$ cat config.mk
export PLATFORM = sky130hd
export DESIGN_NAME = servo_pwm_decoder
export DESIGN_NICKNAME = d
export VERILOG_FILES = /design/src/rtl/servo_pwm_decoder_pkg.sv /design/src/rtl/servo_pwm_decoder_conditioner.sv /design/src/rtl/servo_pwm_decoder.sv
export SDC_FILE = /design/constraint.sdc
export NUM_CORES = 1
export LEC_CHECK = 0
export BUFFER_PORTS_ARGS = -buffer_cell sky130_fd_sc_hd__buf_2
export CORE_MARGIN = 10
export CORE_UTILIZATION = 45
export CTS_CLUSTER_DIAMETER = 80
export DETAILED_ROUTE_END_ITERATION = 8
export SYNTH_ARGS = -nofsm -noshare
export SYNTH_HDL_FRONTEND = slang
export SYNTH_SLANG_ARGS = --single-unit
$ cat constraint.sdc
create_clock -name clk -period 8.7 [get_ports clk]
set_clock_uncertainty 0.1 [all_clocks]
set_input_delay 1.74 -clock clk [delete_from_list [all_inputs] [get_ports clk]]
set_output_delay 1.74 -clock clk [all_outputs]
set_load 0.02 [all_outputs]
$ cat src/rtl/servo_pwm_decoder_pkg.sv
// Shared servo definitions for the PWM generator and the PWM decoder.
// Position codes follow the UART command field encoding. Centre counts are
// high-times in 27 MHz clock cycles, minus one. One servo frame is
// CYCLE_COUNT + 1 cycles long.
package servo_pkg;

    localparam int CYCLE_COUNT     = 539_999;

    localparam int CENTRE_IDLE     = 21_499;
    localparam int CENTRE_PRELOAD  = 12_499;
    localparam int CENTRE_LOAD     = 21_499;
    localparam int CENTRE_DELIVERY = 37_999;
    localparam int CENTRE_TOP      = 42_999;

    // 3-bit arm position / command codes shared with the UART command field.
    // LOAD has the same centre as IDLE, so the decoder reports POS_IDLE for both.
    typedef enum logic [2:0] {
        POS_UNKNOWN   = 3'b000,
        POS_IDLE      = 3'b001,
        POS_PRELOAD   = 3'b010,
        POS_LOAD      = 3'b011,
        POS_DELIVERY  = 3'b100,
        POS_TOP       = 3'b101,
        POS_INCREMENT = 3'b110,
        POS_DECREMENT = 3'b111
    } pos_code_e;

    // Decoder measurement FSM states.
    typedef enum logic [1:0] {
        DEC_SYNC = 2'd0,
        DEC_ARM  = 2'd1,
        DEC_HIGH = 2'd2,
        DEC_LOW  = 2'd3
    } dec_state_e;

endpackage

$ cat src/rtl/servo_pwm_decoder_conditioner.sv
// pwm_in_conditioner: brings the asynchronous PWM pin into the clk domain and
// produces a clean level plus single-cycle rise/fall pulses.
// Build option: PWM_GLITCH_FILTER_EN inserts a FILTER_LEN-sample stability
// filter after the synchronizer. Edge latency is 3 cycles without the filter
// and 3 + FILTER_LEN cycles with it.
// 'ready' rises once the pipeline has flushed its reset contents, so the
// level can be trusted to reflect the pin.
module pwm_in_conditioner
    import servo_pkg::*;
#(
    parameter int FILTER_LEN = 8
) (
    input  logic clk,
    input  logic rst,
    input  logic pwm_in,
    output logic level,
    output logic rise,
    output logic fall,
    output logic ready
);

    if (FILTER_LEN < 1) begin : g_filter_len_chk
        $error("FILTER_LEN must be at least 1");
    end

    logic sync_q1;
    logic sync_q2;
    logic level_raw;
    logic level_q;

    // Two-flop synchronizer for the asynchronous pin.
    always_ff @(posedge clk or posedge rst) begin
        if (rst) begin
            sync_q1 <= 1'b0;
            sync_q2 <= 1'b0;
        end else begin
            sync_q1 <= pwm_in;
            sync_q2 <= sync_q1;
        end
    end

`ifdef PWM_GLITCH_FILTER_EN
    localparam int FILT_DELAY = FILTER_LEN;
    localparam int RUN_W      = $clog2(FILTER_LEN + 1);

    logic             filt_q;
    logic [RUN_W-1:0] run_cnt;

    // Accept a new level only after FILTER_LEN consecutive differing samples.
    always_ff @(posedge clk or posedge rst) begin
        if (rst) begin
            filt_q  <= 1'b0;
            run_cnt <= '0;
        end else if (sync_q2 == filt_q) begin
            run_cnt <= '0;
        end else if (run_cnt == RUN_W'(FILTER_LEN - 1)) begin
            filt_q  <= sync_q2;
            run_cnt <= '0;
        end else begin
            run_cnt <= run_cnt + 1'b1;
        end
    end

    assign level_raw = filt_q;
`else
    localparam int FILT_DELAY = 0;

    assign level_raw = sync_q2;
`endif

    localparam int FILL   = 3 + FILT_DELAY;
    localparam int FILL_W = $clog2(FILL + 1);

    logic [FILL_W-1:0] fill_cnt;

    // Delayed copy of the conditioned level for edge detection.
    always_ff @(posedge clk or posedge rst) begin
        if (rst) begin
            level_q <= 1'b0;
        end else begin
            level_q <= level_raw;
        end
    end

    // Counts the cycles needed to flush reset values out of the pipeline.
    always_ff @(posedge clk or posedge rst) begin
        if (rst) begin
            fill_cnt <= '0;
        end else if (fill_cnt != FILL_W'(FILL)) begin
            fill_cnt <= fill_cnt + 1'b1;
        end
    end

    assign level = level_raw;
    assign rise  = level_raw & ~level_q;
    assign fall  = ~level_raw & level_q;
    assign ready = (fill_cnt == FILL_W'(FILL));

endmodule

$ cat src/rtl/servo_pwm_decoder.sv
// servo_pwm_decoder: measures servo PWM high-time and period in clk cycles.
// It classifies the high-time into arm position codes and flags
// out-of-range pulses and loss of signal.
// Build option: PWM_GLITCH_FILTER_EN enables the input glitch filter in
// pwm_in_conditioner.
// Counting: the rise cycle is cycle 1. width is the number of cycles the
// conditioned level was high. period is the number of cycles from rise to rise.
module servo_pwm_decoder
    import servo_pkg::*;
#(
    parameter int CNT_W            = 20,
    parameter int MIN_WIDTH        = 12_000,
    parameter int MAX_WIDTH        = 44_000,
    parameter int TOL              = 500,
    parameter int TIMEOUT          = 1_080_000,
    parameter int FILTER_LEN       = 8,
    parameter int IDLE_CENTRE      = CENTRE_IDLE,
    parameter int PRELOAD_CENTRE   = CENTRE_PRELOAD,
    parameter int DELIVERY_CENTRE  = CENTRE_DELIVERY,
    parameter int TOP_CENTRE       = CENTRE_TOP
) (
    input  logic             clk,
    input  logic             rst,
    input  logic             pwm_in,
    output logic             sample_valid,
    output logic [CNT_W-1:0] width,
    output logic [CNT_W-1:0] period,
    output logic [2:0]       pos_code,
    output logic             out_of_range,
    output logic             signal_lost
);

    // Adjacent position centres are at least 5000 cycles apart, so the
    // windows stay disjoint while TOL < 2500.
    if (TOL >= 2_500) begin : g_tol_chk
        $error("TOL must be below 2500 so position windows do not overlap");
    end
    if (MIN_WIDTH > MAX_WIDTH) begin : g_range_chk
        $error("MIN_WIDTH must not exceed MAX_WIDTH");
    end
    if (TIMEOUT < 2) begin : g_timeout_chk
        $error("TIMEOUT must be at least 2");
    end

    localparam int IDLE_W = $clog2(TIMEOUT + 1);
    localparam logic signed [CNT_W+1:0] TOL_S = (CNT_W + 2)'(TOL);

    // Absolute distance of w from centre c, compared against the tolerance.
    function automatic logic in_window(input logic [CNT_W-1:0] w,
                                       input logic [CNT_W-1:0] c);
        logic signed [CNT_W+1:0] diff;
        diff = $signed({2'b00, w}) - $signed({2'b00, c});
        if (diff[CNT_W+1]) begin
            diff = -diff;
        end
        return (diff <= TOL_S);
    endfunction

    function automatic logic is_out_of_range(input logic [CNT_W-1:0] w);
        return (w < CNT_W'(MIN_WIDTH)) || (w > CNT_W'(MAX_WIDTH));
    endfunction

    // An out-of-range width is never classified, even if a window matches.
    function automatic logic [2:0] classify(input logic [CNT_W-1:0] w);
        logic [2:0] code;
        code = POS_UNKNOWN;
        if (is_out_of_range(w)) begin
            code = POS_UNKNOWN;
        end else if (in_window(w, CNT_W'(IDLE_CENTRE))) begin
            code = POS_IDLE;
        end else if (in_window(w, CNT_W'(PRELOAD_CENTRE))) begin
            code = POS_PRELOAD;
        end else if (in_window(w, CNT_W'(DELIVERY_CENTRE))) begin
            code = POS_DELIVERY;
        end else if (in_window(w, CNT_W'(TOP_CENTRE))) begin
            code = POS_TOP;
        end
        return code;
    endfunction

    // Counters hold at all-ones instead of wrapping.
    function automatic logic [CNT_W-1:0] sat_inc(input logic [CNT_W-1:0] v);
        return (&v) ? v : v + 1'b1;
    endfunction

    logic              cond_level;
    logic              cond_rise;
    logic              cond_fall;
    logic              cond_ready;
    logic              any_edge;
    logic              timeout_hit;
    logic [IDLE_W-1:0] idle_cnt;
    dec_state_e        state;
    logic [CNT_W-1:0]  hi_cnt;
    logic [CNT_W-1:0]  per_cnt;
    logic [CNT_W-1:0]  width_hold;
    logic [2:0]        new_code;
    logic              new_oor;

    pwm_in_conditioner #(
        .FILTER_LEN (FILTER_LEN)
    ) u_cond (
        .clk    (clk),
        .rst    (rst),
        .pwm_in (pwm_in),
        .level  (cond_level),
        .rise   (cond_rise),
        .fall   (cond_fall),
        .ready  (cond_ready)
    );

    assign any_edge = cond_rise | cond_fall;

    // An edge in the same cycle as the last idle count wins and clears the counter.
    assign timeout_hit = !any_edge && (idle_cnt == IDLE_W'(TIMEOUT - 1));

    // Classification of the width that the next rise will publish.
    always_comb begin
        new_code = classify(width_hold);
        new_oor  = is_out_of_range(width_hold);
    end

    // Idle counter: cycles since the last conditioned edge, holding at TIMEOUT.
    always_ff @(posedge clk or posedge rst) begin
        if (rst) begin
            idle_cnt <= '0;
        end else if (any_edge) begin
            idle_cnt <= '0;
        end else if (idle_cnt != IDLE_W'(TIMEOUT)) begin
            idle_cnt <= idle_cnt + 1'b1;
        end
    end

    // Measurement FSM with registered outputs.
    always_ff @(posedge clk or posedge rst) begin
        if (rst) begin
            state        <= DEC_SYNC;
            hi_cnt       <= '0;
            per_cnt      <= '0;
            width_hold   <= '0;
            width        <= '0;
            period       <= '0;
            pos_code     <= POS_UNKNOWN;
            out_of_range <= 1'b0;
            signal_lost  <= 1'b1;
            sample_valid <= 1'b0;
        end else begin
            sample_valid <= 1'b0;
            if (timeout_hit) begin
                // Keep width/period/pos_code. Resynchronise so that a stuck-high
                // input is not measured from mid-pulse.
                signal_lost <= 1'b1;
                state       <= DEC_SYNC;
            end else begin
                case (state)
                    DEC_SYNC: begin
                        if (cond_ready && !cond_level) begin
                            state <= DEC_ARM;
                        end
                    end
                    DEC_ARM: begin
                        if (cond_rise) begin
                            hi_cnt  <= CNT_W'(1);
                            per_cnt <= CNT_W'(1);
                            state   <= DEC_HIGH;
                        end
                    end
                    DEC_HIGH: begin
                        per_cnt <= sat_inc(per_cnt);
                        if (cond_fall) begin
                            width_hold <= hi_cnt;
                            state      <= DEC_LOW;
                        end else begin
                            hi_cnt <= sat_inc(hi_cnt);
                        end
                    end
                    DEC_LOW: begin
                        if (cond_rise) begin
                            width        <= width_hold;
                            period       <= per_cnt;
                            pos_code     <= new_code;
                            out_of_range <= new_oor;
                            signal_lost  <= 1'b0;
                            sample_valid <= 1'b1;
                            hi_cnt       <= CNT_W'(1);
                            per_cnt      <= CNT_W'(1);
                            state        <= DEC_HIGH;
                        end else begin
                            per_cnt <= sat_inc(per_cnt);
                        end
                    end
                    default: state <= DEC_SYNC;
                endcase
            end
        end
    end

endmodule

# == After elaboration in Yosys (flattened, before gate mapping) ==
# Cells that the tools add are included.
# classes
shift,0
magnitude_cmp,6
multipliers,0
n_bitwise,6
addsub,12
muxes,39
eq_ne,14
n_div,0
n_reduce_logical,20
# op_table
operator,count
$mux 22,14
$mux 20,5
$le 22x10->1 const B,4
$neg 21->22,4
$pmux 20 s3,1
$mux 21,2
$sub 20x16->21 const B,2
$add 20x1->20 const B,2
$pmux 20 s2,1
$reduce_and 20->1,2
$add 21x1->21 const B,1
$eq 21x21->1 const B,1
$ne 21x21->1 const B,1
$sub 20x14->21 const B,1
$sub 20x15->21 const B,1
$gt 20x16->1 const B,1
$lt 20x14->1 const B,1
$mux 3,5
$reduce_and 3->1,4
$mux 2,4
$ne 2x2->1 const B,4
$reduce_bool 2->1,4
$eq 2x2->1 const B,3
$mux 1,6
other kinds (17),23
# word_totals
word_cells,112
latchBits,0
n_memories,0
ramBits,0
romBits,0
output_inout_bits,46
ff_bits,134
in_bits,3

# == Depth between registers and ports, before layout ==
# depth
depth_word,22
depth_mapped,14
ltp_nobuf,11

# == Hierarchy ==
# Synthesis repeated with hierarchy kept, for this count alone.
# unflattened
cells_unflattened,1112
hier_area_um2,9565.4
# by_module_without_submodules
module,cells_each,area_each_um2,n_inst,seq_area_each_um2
servo_pwm_decoder,1100,9375.2,1,3229.3
pwm_in_conditioner,12,190.2,1,125.1

# == Worst setup path after synthesis ==
# No wires, ideal clock.
# synth_timing
path_type,reg-to-reg
startpoint,register width_hold[0]
endpoint,register pos_code[1]
slack_ns,5.767
t_required_ns,8.508
path_stages_with_launch,12
t_arrival_ns,2.741
setup_time_ns,0.092
path_cell_list,dfrtp_1 -> ha_1 -> buf_2 -> or3_1 -> a211oi_1 -> and2_1 -> nand3_1 -> nor3_1 -> mux2_1 -> o32ai_1 -> nand4b_1 -> o31ai_2
# synth_via
elab_chain_len,11
word_cells_on_any_way,25
classes_between,add/sub: 6; order compare: 5; mux: 13; reduce/logical: 1
# synth_lines
element,line,rtl
"start, declared",servo_pwm_decoder.sv:96,logic [CNT_W-1:0] width_hold;
"start signal, assigned",servo_pwm_decoder.sv:171,width_hold <= hi_cnt;
$sub 20x16->21,servo_pwm_decoder.sv:52,"diff = $signed({2'b00, w}) - $signed({2'b00, c});"
$neg 21->22,servo_pwm_decoder.sv:54,diff = -diff;
$mux 22,servo_pwm_decoder.sv:53,if (diff[CNT_W+1]) begin
$mux 22,servo_pwm_decoder.sv:71,"end else if (in_window(w, CNT_W'(PRELOAD_CENTRE))) begin"
$mux 22,servo_pwm_decoder.sv:69,"end else if (in_window(w, CNT_W'(IDLE_CENTRE))) begin"
$mux 22,servo_pwm_decoder.sv:67,if (is_out_of_range(w)) begin
$le 22x10->1,servo_pwm_decoder.sv:56,return (diff <= TOL_S);
$mux 3,servo_pwm_decoder.sv:73,"end else if (in_window(w, CNT_W'(DELIVERY_CENTRE))) begin"
$mux 3,servo_pwm_decoder.sv:71,
$mux 3,servo_pwm_decoder.sv:69,
$mux 3 (*),servo_pwm_decoder.sv:67,
"end signal, assigned",servo_pwm_decoder.sv:181,pos_code <= new_code;
"end, declared",servo_pwm_decoder.sv:28,"output logic [2:0] pos_code,"
# Every way passes the cells marked *; elsewhere a longest branch is shown, timed or not. The select of a mux whose other input is x is not followed.
# A chain may end at the register's enable or synchronous reset.

# == Worst setup path after layout ==
# layout_timing
startpoint,register width_hold[0]
endpoint,register pos_code[2]
# layout_via
elab_chain_len,13
word_cells_on_any_way,34
classes_between,add/sub: 8; order compare: 6; mux: 19; reduce/logical: 1
# layout_lines
element,line,rtl
$sub 20x16->21,servo_pwm_decoder.sv:52,
$neg 21->22,servo_pwm_decoder.sv:54,
$mux 22,servo_pwm_decoder.sv:53,
$mux 22,servo_pwm_decoder.sv:73,
$mux 22,servo_pwm_decoder.sv:71,
$mux 22,servo_pwm_decoder.sv:69,
$mux 22,servo_pwm_decoder.sv:67,
$le 22x10->1,servo_pwm_decoder.sv:56,
$mux 3,servo_pwm_decoder.sv:75,"end else if (in_window(w, CNT_W'(TOP_CENTRE))) begin"
$mux 3,servo_pwm_decoder.sv:73,
$mux 3,servo_pwm_decoder.sv:71,
$mux 3,servo_pwm_decoder.sv:69,
$mux 3 (*),servo_pwm_decoder.sv:67,
# Marks and branches as above.

==> summary.md <==
| Metric | Value |
|---|---|
| Status | `finished, final reports clean` |
| Placer congestion estimate | `0.980` |
| Initial antenna violation count | `0` |
| Least-Margin Pin Slew | `1.01 ns` |
| Max stage delay on crit path | `0.67 ns` |
| Part of the power in registers | `35.9%` |
| Internal | `0.00130 W` |
| Final Hold Viols | `0` |
| # diodes | `0` |
| Sw Ratio | `36.6%` |
| Post-synth ARST share | `100%` |
| EDFF count, synth | `0` |
| Layout cells sized above 1 | `14.0%` |
| Fmax | `0.255 GHz` |
| Final min period | `3.92 ns` |
| Worst-path fanout max | `29` |
| DRT iter0 DRCs | `679` |
| Starting Density | `45.5%` |
| Post-route clock period utilization | `45.1%` |
| Slew margin rel. | `32.1%` |
| PostCTS Resize Cnt | `0` |
| Mean Syn Cell Area | `8.49 um^2` |
| Worst path buffer plus inverter count | `1` |
| Post-Layout Cell Count | `1425` |
| Largest net degree at the start of global routing | `71` |
| Final hold slack | `0.247 ns` |
| Post-DP HPWL | `18.7 mm` |
| Worst setup EP type | `flip-flop` |
| Global router's overall resource usage | `20.1%` |
| First-pass GRT wire length | `44.1 mm` |
| Full die area | `27300 um^2` |
| Antenna viol nets, final | `0` |
| # fillers | `2007` |
| RSZ-0062 raised after global routing | `false` |
| # IOs | `49` |
| Total core area | `20900 um^2` |
| Seq/Total Area, Yosys | `35.3%` |
| Slew Limit Fails | `0` |
| Root Driver | `clkbuf_16` |
| Die Height | `165 um` |
| Overflow left after global routing | `0` |
| Max Cap Viol | `0` |
| Final setup violation count | `0` |
| H-tree depth | `4` |
| Final Power | `0.00206 W` |
| Wirelength per Cell | `18.9 um` |
| LEAKAGE | `4.45 nW` |
| Post-synth cell types | `101` |
| Clock slew at reported path FFs | `0.07 ns` |
| Most frequent cells in the layout | `nand2_1 (171), dfrtp_1 (133), xnor2_1 (85)` |
| Worst Hold Class | `reg -> reg` |
| Crit-path leading delay family | `compound AO/OA/AOI/OAI gates` |
| Syn Inst Count | `1120` |
| Top_reg_cell synth | `dfrtp_1` |
| Slowest-stage cell, CP | `o21ai_1` |
| Util after Layout | `50.0%` |
| Clk pwr share | `36.0%` |
| Share of the synthesized area in the top cell type | `35.0%` |
| Most common cell after layout, fill and taps aside | `nand2_1` |
| Post-synth top area cell | `dfrtp_1` |
| Synth-to-layout area growth | `9.89%` |
| WS Path Type | `reg -> reg` |
| # DRC | `0` |
| Crit path top cell by count | `o21ai_1` |
| Worst VDD drop | `0.139 mV` |
| Port bufs | `48` |
| Max clock buf depth | `2` |
| Nets | `1150` |
| Top cells by area, synth | `dfrtp_1 (35%), xnor2_1 (7.8%), nand2_1 (6.8%)` |
| WP data required | `8.96 ns` |
| DRT Wirelength | `26.9 mm` |
| Via count | `8442` |
| Synth warn | `0` |
| Net Switching | `0.000754 W` |
| Num rows | `53` |
| # placed instances | `1393` |
| Setup Total Neg Slack | `0 ns` |
| Clock Latency Late Sink | `0.43 ns` |
| Number of global-route vias before repair | `8131` |
| Mapped Area | `9500 um^2` |
| Clk sinks | `134` |
| Power density cells | `197 nW/um^2` |
| Post CTS Setup Buffer Count | `0` |
| Drt via density | `5.92` |
| Die Width | `165 um` |
| Worst EP arrival | `4.18 ns` |
| CP cell instances | `ha_1 > buf_4 > a21oi_1 > nor4_1 > o21ai_1 > and2_1 > o21ai_1 > xnor2_1 > a311oi_1 > nand4_1 > o31a_1 > o21ai_1` |
| CTS Buf Count | `17` |
| Drt pass-1 iters | `5` |
| Combinational cell fraction of total power | `28.1%` |
| Hold buffers post-CTS | `0` |
| Worst Setup Start Kind | `flip-flop` |
| Synthesized Nets | `1133` |
| Post-synthesis register bit count | `134` |
| CTS tree | `built` |
-- power by group through the flow --
stage	combinational [W]	clock [W]	sequential (W)
after global placement	0.000571	0	0.000748
final	0.000578	0.000742	0.000739
after global routing	0.000643	0.000782	0.000752
after CTS	0.000575	0.000754	0.000740
after detailed placement	0.000572	0	0.000751
after floorplan	0.000453	0	0.000751
-- layer usage --
| metal | GRT usage (%) | share of wire, % | vias up |
|---|---|---|---|
| met1 | 26.9 | 45 | 4078 |
| met2 | 30.4 | 46 | 254 |
| met5 | 0 | 0 | - |
| met3 | 4.83 | 6.2 | 56 |
| li1 | - | - | 4054 |
| met4 | 8.90 | 3.4 | 0 |
-- final timing paths --
path,start,to,slack (ns),cells after the start
setup / recovery,width_hold[0],pos_code[2],4.78,12
hold / removal,u_cond.sync_q1,u_cond.level,0.25,0
setup reg to reg,width_hold[0],pos_code[2],4.78,12
hold reg to reg,u_cond.sync_q1,u_cond.level,0.25,0
max in group asynchronous,rst,width[18],5.89,3
min in group asynchronous,rst,per_cnt[14],1.31,2
-- metrics by stage --
| step | setup WS (ns) | cell area (um^2) |
|---|---|---|
| after floorplan | 3.28 | 9500 |
| after global placement | 4.93 | 9850 |
| after detailed placement | 4.82 | 9850 |
| after CTS | 4.81 | 10400 |
| after global routing | 4.40 | 10400 |
| final | 4.78 | 10400 |
-- cells in the mapped netlist, types with 5 or more instances --
cell type  number
nand2_1       172
dfrtp_1       133
xnor2_1        85
nor2_1         74
o21ai_0        58
nand3_1        46
a21oi_1        45
and2_1         32
nor3_1         27
inv_1          24
xor2_1         23
clkbuf_1       22
buf_2          21
mux2_2         21
nand4_1        19
and4_1         16
nand2b_1       15
a31oi_1        13
or3_1          13
o21ai_1        12
and3_1         11
nor4_1         11
ha_1           10
o211ai_1       10
o31ai_1        10
a22oi_1         8
nor2b_1         8
o22ai_1         8
buf_4           7
mux2i_1         7
nand4b_1        7
a211oi_1        6
buf_1           6
buf_6           6
a221oi_1        5
a41oi_1         5
o41ai_1         5
-- cell type report --
class,count,area (um^2),share of cell area [%]
inverter,30,118,1.13
tap,275,344,3.29
clock inverter,14,164,1.57
timing repair buffer,65,368,3.52
clock buffer,18,429,4.11
sequential,134,3350,32.1
multi-input combinational,889,5670,54.3
-- logic make-up after synthesis --
| kind of cell | synth area share [%] |
|---|---|
| AOI/OAI and AO/OA | 18.0 |
| muxes | 3.34 |
| DFF | 35.3 |
| xor gates and xnor gates | 10.1 |
| and+or+nand+nor | 26.8 |
| buffers and inverters | 5.11 |
| adders and majority gates | 1.32 |
-- state kept, by name, summed over array words and instances, names as in the netlist, 3 cells and up --
name and flops:
idle_cnt 21, hi_cnt 20, period 20, width_hold 20, width 20, per_cnt 20, pos_code 3
Note: power is estimated with default switching activity, not from simulation.
